### config.mk
export PLATFORM = sky130hd
export DESIGN_NAME = instr_mem_loader
export DESIGN_NICKNAME = d
export VERILOG_FILES = /design/src/rtl/instr_mem_loader.sv
export SDC_FILE = /design/constraint.sdc
export NUM_CORES = 1
export LEC_CHECK = 0
export BUFFER_PORTS_ARGS = -buffer_cell sky130_fd_sc_hd__buf_2
export CAP_MARGIN = 30
export CORE_ASPECT_RATIO = 0.8
export CORE_MARGIN = 3
export CORE_UTILIZATION = 57
export CTS_CLUSTER_DIAMETER = 200
export DETAILED_ROUTE_END_ITERATION = 10
export HOLD_SLACK_MARGIN = 0.03
export PLACE_DENSITY = 0.84
export SYNTH_ARGS = -nofsm -noshare
export SYNTH_HDL_FRONTEND = slang
export SYNTH_SLANG_ARGS = --single-unit
### constraint.sdc
create_clock -name clk -period 8.2 [get_ports clk]
set_clock_uncertainty 0.1 [all_clocks]
set_input_delay 2.05 -clock clk [delete_from_list [all_inputs] [get_ports clk]]
set_output_delay 2.05 -clock clk [all_outputs]
set_load 0.01 [all_outputs]
### src/rtl/instr_mem_loader.sv
// Instruction memory loader: parses a byte stream (16-bit word count, then
// little-endian 32-bit words) into memory writes, holding the CPU in reset meanwhile.
module instr_mem_loader #(
    parameter int DEPTH  = 64,
    parameter int ADDR_W = 6
) (
    input  logic              clk,
    input  logic              reset,
    input  logic [7:0]        byte_in,
    input  logic              byte_valid,
    output logic              byte_ready,
    input  logic              start,
    output logic              mem_we,
    output logic [ADDR_W-1:0] mem_waddr,
    output logic [31:0]       mem_wdata,
    output logic              cpu_reset,
    output logic              load_done,
    output logic              load_error
);

    typedef enum logic [1:0] {HDR0, HDR1, DATA, RUN} state_t;

    localparam logic [16:0] DEPTH_L = 17'(DEPTH);

    state_t              state_q, state_d;
    logic [15:0]         cnt_q, cnt_d;
    logic [15:0]         idx_q, idx_d;
    logic [1:0]          lane_q, lane_d;
    logic [23:0]         asm_q, asm_d;
    logic                we_q, we_d;
    logic [ADDR_W-1:0]   waddr_q, waddr_d;
    logic [31:0]         wdata_q, wdata_d;
    logic                done_q, done_d;
    logic                err_q, err_d;
    logic                xfer;

    assign byte_ready = (state_q != RUN);
    assign cpu_reset  = (state_q != RUN);
    assign xfer       = byte_valid && byte_ready;
    assign mem_we     = we_q;
    assign mem_waddr  = waddr_q;
    assign mem_wdata  = wdata_q;
    assign load_done  = done_q;
    assign load_error = err_q;

    always_comb begin
        state_d = state_q;
        cnt_d   = cnt_q;
        idx_d   = idx_q;
        lane_d  = lane_q;
        asm_d   = asm_q;
        we_d    = 1'b0;
        waddr_d = waddr_q;
        wdata_d = wdata_q;
        done_d  = 1'b0;
        err_d   = err_q;
        case (state_q)
            HDR0: begin
                if (xfer) begin
                    cnt_d[7:0] = byte_in;
                    state_d    = HDR1;
                end
            end
            HDR1: begin
                if (xfer) begin
                    cnt_d[15:8] = byte_in;
                    idx_d       = '0;
                    lane_d      = '0;
                    if ({1'b0, byte_in, cnt_q[7:0]} > DEPTH_L) err_d = 1'b1;
                    if ({byte_in, cnt_q[7:0]} == 16'd0) begin
                        state_d = RUN;
                        done_d  = 1'b1;
                    end else begin
                        state_d = DATA;
                    end
                end
            end
            DATA: begin
                if (xfer) begin
                    lane_d = lane_q + 2'd1;
                    case (lane_q)
                        2'd0: asm_d[7:0]   = byte_in;
                        2'd1: asm_d[15:8]  = byte_in;
                        2'd2: asm_d[23:16] = byte_in;
                        default: begin
                            // Words past DEPTH are still consumed but never written.
                            we_d    = ({1'b0, idx_q} < DEPTH_L);
                            waddr_d = idx_q[ADDR_W-1:0];
                            wdata_d = {byte_in, asm_q};
                            idx_d   = idx_q + 16'd1;
                            if (idx_q == cnt_q - 16'd1) begin
                                state_d = RUN;
                                done_d  = 1'b1;
                            end
                        end
                    endcase
                end
            end
            RUN: begin
                if (start) begin
                    state_d = HDR0;
                    err_d   = 1'b0;
                end
            end
            default: state_d = HDR0;
        endcase
    end

    always_ff @(posedge clk) begin
        if (reset) begin
            state_q <= HDR0;
            cnt_q   <= '0;
            idx_q   <= '0;
            lane_q  <= '0;
            asm_q   <= '0;
            we_q    <= 1'b0;
            waddr_q <= '0;
            wdata_q <= '0;
            done_q  <= 1'b0;
            err_q   <= 1'b0;
        end else begin
            state_q <= state_d;
            cnt_q   <= cnt_d;
            idx_q   <= idx_d;
            lane_q  <= lane_d;
            asm_q   <= asm_d;
            we_q    <= we_d;
            waddr_q <= waddr_d;
            wdata_q <= wdata_d;
            done_q  <= done_d;
            err_q   <= err_d;
        end
    end

endmodule
* Word level (Yosys, flattened, before mapping) *
Index checks and enable logic that the tools add are counted.

word-level totals
  register bits = 101
  input port bits = 12
  logic and storage cells = 78

operators by class
  add/sub/neg operators = 3
  $lt $le $gt $ge = 2
  equal/unequal tests = 14
  multiplexer cells = 25
  bitwise operators = 3
  reduce and logical (&&, ||, !) cells = 18

operators by type and width
  kind                                                                               count
  16-bit two-way mux                                                                 3
  16-bit case mux with 2 select lines                                                1
  16-bit by 1-bit adder with 16-bit output (second input constant)                   1
  16-bit equality test                                                               1
  16-bit by 7-bit greater-than comparator with 1-bit output (second input constant)  1
  16-bit logical NOT                                                                 1
  16-bit by 7-bit less-than comparator with 1-bit output (second input constant)     1
  2-bit two-way mux                                                                  8
  2-bit != test (second input constant)                                              8
  16-bit by 1-bit subtractor with 16-bit output (second input constant)              1
  3-bit AND reduction                                                                5
  1-bit two-way mux                                                                  9
  2-bit case mux with 4 select lines                                                 1
  4-bit AND reduction                                                                2
  2-bit equality test (second input constant)                                        3
  6-bit AND reduction                                                                1
  6-bit OR reduction                                                                 1
  2-bit by 1-bit equality test with 1-bit output (second input constant)             2
  2-bit logical NOT                                                                  2
  1-bit case mux with 2 select lines                                                 2
  2-bit case mux with 2 select lines                                                 1
  2-bit AND reduction                                                                2
  2-bit nonzero test                                                                 2
  1-bit NOT                                                                          3
  other kinds (3)                                                                    3

* Logic depth before layout (Yosys ltp) *
Gate-level depths: netlist (run 1).

  depth after elaboration = 6
  mapped depth = 10

* Least setup slack after synthesis (run 1) *
Ideal clock, no wire load.

  path kind = input-to-reg
  from = input byte_valid
  to = register waddr_q[0] (netlist: mem_waddr[0])
  library setup time = 70 ps
  arrival time = 3498 ps
  data required time = 8030 ps
  path slack = 4532 ps
  stages on the path = 9
  path buffers = 4
  cell sequence = nor2b_1 clkbuf_1 and2_1 clkbuf_1 nand2_1 clkbuf_1 clkbuf_1 nand2_1 a21oi_1

between the ends
  word-level cells in the longest chain between the ends = 2

ends and longest elaborated chain
  item                                  RTL line  RTL
  start, declared                       10        input logic byte_valid,
  1-bit logical AND                     39        assign xfer = byte_valid && byte_ready;
  3-bit AND reduction (no source line)  -
  end signal, assigned                  128       waddr_q <= waddr_d;
  end, declared                         31        logic [ADDR_W-1:0] waddr_q, waddr_d;

No other way between the ends.
A chain may end at the register's enable or synchronous reset.

* Worst setup path after layout (run 1) *
  from = input byte_valid
  to = register idx_q[0]

between the ends
  word-level cells in the longest chain between the ends = 3
  elaborated cells on any way between the ends = 4
  classes of those cells = 2 x eq/ne; 2 x reduce/logical

ends and longest elaborated chain
  item                                    RTL line  RTL
  1-bit logical AND *                     39
  2-bit != test (no source line)          -
  4-bit AND reduction (no source line) *  -
  end signal, assigned                    124       idx_q <= idx_d;
  end, declared                           27        logic [15:0] idx_q, idx_d;

Every way passes the cells marked *; elsewhere a longest branch is shown, timed or not.

==> results by group, run 1 <==
Clocking
  • Gates resized, CTS repair: 0
  • Root Buffer: clkbuf_8
  • H-tree Lvls: 3
  • Cts hold-fix bufs: 0
  • Max clock buf depth: 2
  • Clock Sink Count: slightly above 100
  • Clk slew on worst S/H paths: 0.10 ns
  • Clk Latency, worst-skew pair: roughly 0.37 ns
  • Post-CTS Setup Inserts: 0
  • CTS Buf Count: 9
  • TritonCTS clock tree: built

Logic synthesis
  • EDFF count, synth: 0
  • Flops & latches, synth: between 100 and 150
  • Top FF cell, synth: dfxtp_1
  • Cells after synthesis: 585
  • Sequential-to-total area share from yosys stat: 0.449
  • Mapped Avg Cell Area: between 7 and 8 um2
  • Synth warnings: 0
  • Distinct cells, synth: between 40 and 50
  • Netlist Area Pre-Place: ~0.0045 mm2
  • Mapped Nets: just over 600
  • Fraction of registers with async set/reset: 0

Layout
  • Seq. cell area: between 0.002 and 0.0025 mm2
  • Area growth syn-to-layout: 11.2%
  • Area used by multi-input combinational logic: ~0.0023 mm2
  • Share of cells above drive strength 1: 0.133
  • Fill count: 638
  • # diodes: 0
  • Commonest non-fill, non-tap cell in the layout: nand2_1
  • Final Cell Area: around 0.0050 mm2
  • Core Util, Final: 0.665
  • # nets final: between 600 and 700
  • Most frequent cells in the layout: 168 x nand2_1, 101 x dfxtp_1, 88 x a21oi_1, 54 x buf_2, 32 x nor2_1

Min path
  • Hold crit path type: flop to flop

Timing
  • Final setup TNS: 0 ns
  • Slew headroom: 0.408
  • Final period util: 0.452
  • WHS: around 0.35 ns
  • Min cycle time layout: 3.70 ns
  • Hold Violations, Final: 0
  • RSZ-0062 raised after global routing: false
  • Max Clk Rate: 270 MHz
  • Final setup vio count: 0
  • Max-slew violation count: 0
  • Slew of the pin with the lowest slew margin: 0.888 ns

Floorplanning
  • Die Height: between 80 and 90 um
  • Core area: 0.00753 mm2
  • Die width: approximately 110 um
  • Io pins: between 50 and 60
  • Die area: ~0.0090 mm2
  • Site row count: 28
  • Initial Utilization: 0.598

Setup path
  • Worst-path fanout max: 21
  • Worst path required time: 8.33 ns
  • Critical path type: input pin to flop
  • CP Cell Sequence: buf_2 -> nor2b_1 -> buf_4 -> and2_1 -> nand2_1 -> buf_4 -> nor2_1 -> a21oi_1 -> nor2_1
  • Slowest Stage Delay on Critical Path: between 0.5 and 0.6 ns
  • Slowest stage cell on the critical path: nand2_1
  • Crit end category: flop
  • Crit start category: input pin
  • WP data arrival: ~3.8 ns

Power and ir drop
  • Maximum vdd drop: around 0.00015 V
  • Net Switching: between 0.3 and 0.4 mW
  • Gate power share: 0.243
  • Pwr dens: 238 mW/mm2
  • Seq pwr share: 0.458
  • Sw Share: 0.328
  • Leakage power: around 1.9 nW
  • Overall power: about 1.2 mW
  • Internal: roughly 0.8 mW
  • Clk network pwr share: 0.299

Run status
  • Status: finished clean

Placement
  • PortBufs: 54
  • GPL Wtd Cong: 0.897
  • Area after DPL: between 0.004 and 0.005 mm2
  • DPL Wire Length: slightly above 7000 um

GRT
  • Pin count of the biggest net entering global routing: 91
  • Total GRT Usage: 0.235
  • Antenna violations before repair: 0
  • Global-route wire length before repair: between 15,000 and 20,000 um
  • Vias in the first global route: between 3,000 and 4,000
  • Remaining Overflow, GRT: 0

Flow run
  • Max-cap violations: 0

Route
  • Residual DRC: 0
  • Drt total wl: approximately 10,000 um
  • Via-per-instance ratio: approximately 5.6
  • DRT Pass-1 Iters: 5
  • Vias: 4,082
  • DR WL/cell: 14.3 um
  • Iteration-0 DRC Markers: about 370
  • Post-DRT Antenna Nets: 0
-- critical path, delay by kind of cell --
kind	cells	cell delay, ns
AO/OA/AOI/OAI	1	0.12
AND/OR/NAND/NOR	5	1.00
buffers and inverters	3	0.63
-- state kept, by name (all words and copies together), names as in the netlist --
signal,count
asm_q,24
cnt_q,16
idx_q,16
lane_q,2
load_done,1
load_error,1
mem_waddr,6
mem_wdata,32
mem_we,1
state_q,2
-- synth_stat cells, types with 2 or more instances --
cell / n / share of area
or4_1: 5 / 0.0083
buf_1: 6 / 0.0050
mux2_2: 2 / 0.0050
nand2b_1: 2 / 0.0028
nor4_1: 8 / 0.011
a21oi_1: 88 / 0.098
nor2b_1: 3 / 0.0042
buf_6: 2 / 0.0050
dfxtp_1: 101 / 0.45
inv_1: 16 / 0.013
ha_1: 11 / 0.031
nor2_1: 33 / 0.028
o21ai_0: 9 / 0.010
o2bb2ai_1: 2 / 0.0039
nand4_1: 4 / 0.0056
or3_1: 9 / 0.013
a311oi_1: 2 / 0.0039
a31oi_1: 2 / 0.0028
xor2_1: 14 / 0.027
and3_1: 5 / 0.0069
o22ai_1: 2 / 0.0028
nand2_1: 168 / 0.14
xnor2_1: 13 / 0.025
clkbuf_1: 25 / 0.021
nor3_1: 10 / 0.011
and2_1: 4 / 0.0056
nand3_1: 18 / 0.020
or3b_2: 2 / 0.0039
-- power by group through the flow --
stage	Sequential, mW	Combinational [mW]	Clock, mW
after floorplan	0.546	0.230	0
after global placement	0.554	0.267	0
after detailed placement	0.556	0.282	0
after CTS	0.545	0.285	0.360
after global routing	0.549	0.320	0.380
final	0.545	0.289	0.357
-- worst paths after layout --
check,from,endpoint,slack (ns),depth (start not counted)
worst max-delay path,byte_valid,idx_q[0],4.50,9
worst min-delay path,mem_wdata[1],mem_wdata[1],0.35,2
worst max register to register,cnt_q[2],load_done,5.11,7
worst min register to register,mem_wdata[1],mem_wdata[1],0.35,2
-- per-stage QoR --
stage / instances / worst slack [ns]
finish: 728 / 4.50
floorplan: 585 / 4.53
CTS: 728 / 4.50
global placement: 712 / 4.20
detailed placement: 712 / 4.11
global route: 728 / 4.38
-- area by class of cell --
cell class / count / area share
sequential: 101 / 0.404
multi-input combinational: 432 / 0.453
clock inverter: 7 / 0.0207
inverter: 16 / 0.0120
timing repair buffer: 58 / 0.0600
tap: 105 / 0.0262
clock buffer: 9 / 0.0247
-- cell families (layout without fill, tap and decap cells) --
kind of cell	Yosys count	after routing	share of synthesized area
muxes	3	3	0.00722
adders and majority gates	11	11	0.0306
AOI/OAI and AO/OA	112	112	0.136
DFF	101	101	0.449
and+or+nand+nor	279	279	0.276
buffers and inverters	52	90	0.0481
xor gates and xnor gates	27	27	0.0525
-- routing by layer --
metal | global-route usage | vias to the layer above | routed length, um
met5 | 0 | - | 0
met4 | 0.0810 | 0 | 200
met3 | 0.0504 | 18 | 716
met2 | 0.375 | 139 | 4670
met1 | 0.318 | 1909 | 4820
li1 | - | 2016 | -
(Power assumes the default switching activity.)
==> run 2: changes to the inputs <==
CORE_UTILIZATION = 52   (was 57)
PLACE_DENSITY = 0.81   (was 0.84)
clock period = 3.35 ns   (was 8.2 ns; I/O delays follow)
==> results by group, run 2 (synthesis results as in run 1) <==
Run status
  • Status: finished clean

Layout
  • Final Cell Area: 0.00498 mm2 (-0.62%)
  • Share of cells above drive strength 1: 0.133 (-0.000214)
  • Core Util, Final: 0.610 (-0.0553)
  • Max FFs per register: 32 (unchanged)
  • Non-Filler Instances: 732 (+0.55%)
  • Fill count: 729 (+14%)
  • Area growth syn-to-layout: 10.5%
  • Most frequent cells in the layout: 168 x nand2_1, 101 x dfxtp_1, 88 x a21oi_1, 54 x buf_2, 32 x nor2_1
  • Commonest non-fill, non-tap cell in the layout: nand2_1
  • # nets final: 642 (+0.16%)
  • # diodes: 0 (unchanged)

Floorplanning
  • Core area: 0.00816 mm2 (+8.4%)
  • Initial Utilization: 0.552 (-0.0463)
  • Die width: 110 um (+4.4%)
  • Site row count: 29 (+3.6%)
  • Io pins: 55 (unchanged)
  • Die Height: 89.2 um (+4.4%)
  • Die area: 0.00982 mm2 (+9.0%)

Placement
  • DPL Wire Length: 7640 um (+5.4%)
  • Placed cell count: 716 (+0.56%)
  • Area after DPL: 0.00479 mm2 (+0.24%)
  • GPL Wtd Cong: 0.946 (+5.4%)
  • PortBufs: 54 (unchanged)

Timing
  • RSZ-0062 raised after global routing: false
  • Final setup TNS: 0 ns (unchanged)
  • Slew headroom: 0.536 (+0.128)
  • Final period util: 0.890
  • Max Clk Rate: about 340 MHz
  • Slew of the pin with the lowest slew margin: 0.695 ns (-0.193 ns)
  • Min cycle time layout: approximately 3 ns
  • Hold Violations, Final: 0 (unchanged)
  • Max-slew violation count: 0 (unchanged)
  • Final setup vio count: 0 (unchanged)

Setup path
  • Crit end category: flop
  • R2r startpoint: cnt_q[2]
  • Critical path type: flop to flop
  • WP data arrival: 3.15 ns (-0.69 ns)
  • Worst path required time: 3.52 ns (-4.81 ns)
  • Crit path from: cnt_q[2]
  • Worst-path fanout max: 11 (-48%)
  • Crit start category: flop

Route
  • Drt total wl: 10,700 um (+3.2%)
  • DR WL/cell: 14.7 um (+2.6%)
  • WL met1: 4830 um (about the same)
  • Post-DRT Antenna Nets: 0 (unchanged)
  • Iteration-0 DRC Markers: 272 (-25%)
  • Vias: 4,105 (+0.56%)
  • Met3 wire length: 920 um (+28%)
  • Residual DRC: 0 (unchanged)
  • DRT Pass-1 Iters: 5 (unchanged)
  • Via-per-instance ratio: 5.61 (about the same)
  • Uppermost layer routed: met4
  • Routed met2 length: 4770 um (+2.1%)

Flow run
  • Max-cap violations: 0 (unchanged)

GRT
  • Global-route wire length before repair: 17,800 um (+2.4%)
  • Total GRT Usage: 0.230 (-0.00460)
  • Remaining Overflow, GRT: 0 (unchanged)
  • Vias in the first global route: 3,684 (-0.99%)
  • Antenna violations before repair: 0 (unchanged)
  • Pin count of the biggest net entering global routing: 41 (-55%)

Clocking
  • Gates resized, CTS repair: 0 (unchanged)
  • Clk Latency, worst-skew pair: 0.36 ns (about the same)
  • Cts hold-fix bufs: 0 (unchanged)
  • Post-CTS Setup Inserts: 0 (unchanged)
  • Clk slew on worst S/H paths: 0.10 ns (about the same)
  • H-tree Lvls: 3 (unchanged)
  • Clock Sink Count: 101 (unchanged)
  • Root Buffer: clkbuf_8
  • TritonCTS clock tree: built
  • Max clock buf depth: 2 (unchanged)
  • CTS Buf Count: 9 (unchanged)

Power and ir drop
  • Overall power: 2.78 mW (+130%)
  • Maximum vdd drop: 0.000337 V (+130%)
  • Pwr dens: 560 mW/mm2 (+140%)
  • Leakage power: 1.90 nW (-0.81%)

Min path
  • Hold path startpoint: mem_wdata[4]
  • Hold crit path type: flop to flop
[run 2: per-stage QoR]
stage / worst slack (ns) / hold WS, ns
floorplan: 0.717 / 0.332
global placement: 0.634 / 0.338
detailed placement: 0.489 / 0.344
CTS: 0.442 / 0.357
global route: 0.242 / 0.375
finish: 0.368 / 0.355
[run 2: power by group]
group	internal, mW	switching (mW)
registers	1.26	0.0751
logic	0.270	0.445
clock network	0.300	0.434
[run 2: worst paths after layout]
check                  to  slack, ns  cells past startpoint
max             load_done       0.37                      7
min          mem_wdata[4]       0.36                      2
max reg2reg     load_done       0.37                      7
min reg2reg  mem_wdata[4]       0.36                      2
[run 2: worst max-delay path, stage by stage, from the launching register on]
cell	delay, ns
dfxtp_1	0.39
or4_4	0.63
nor4_1	0.50
a21oi_1	0.13
o311a_1	0.35
nor4_2	0.37
mux2i_1	0.13
nor4bb_1	0.29
[run 2: routing by layer]
layer	global-route usage	vias to the layer above
met4	0.0713	0
li1	-	2023
met2	0.351	175
met5	0	-
met1	0.327	1881
met3	0.0513	26
[run 2: final cells by class]
cell class                 instances  area, um2  share of cell area
clock inverter                     5       43.8             0.00880
timing repair buffer              59        308              0.0618
inverter                          16       60.1              0.0121
clock buffer                      11        141              0.0284
multi-input combinational        432       2270               0.456
tap                              108        135              0.0271
sequential                       101       2020               0.406
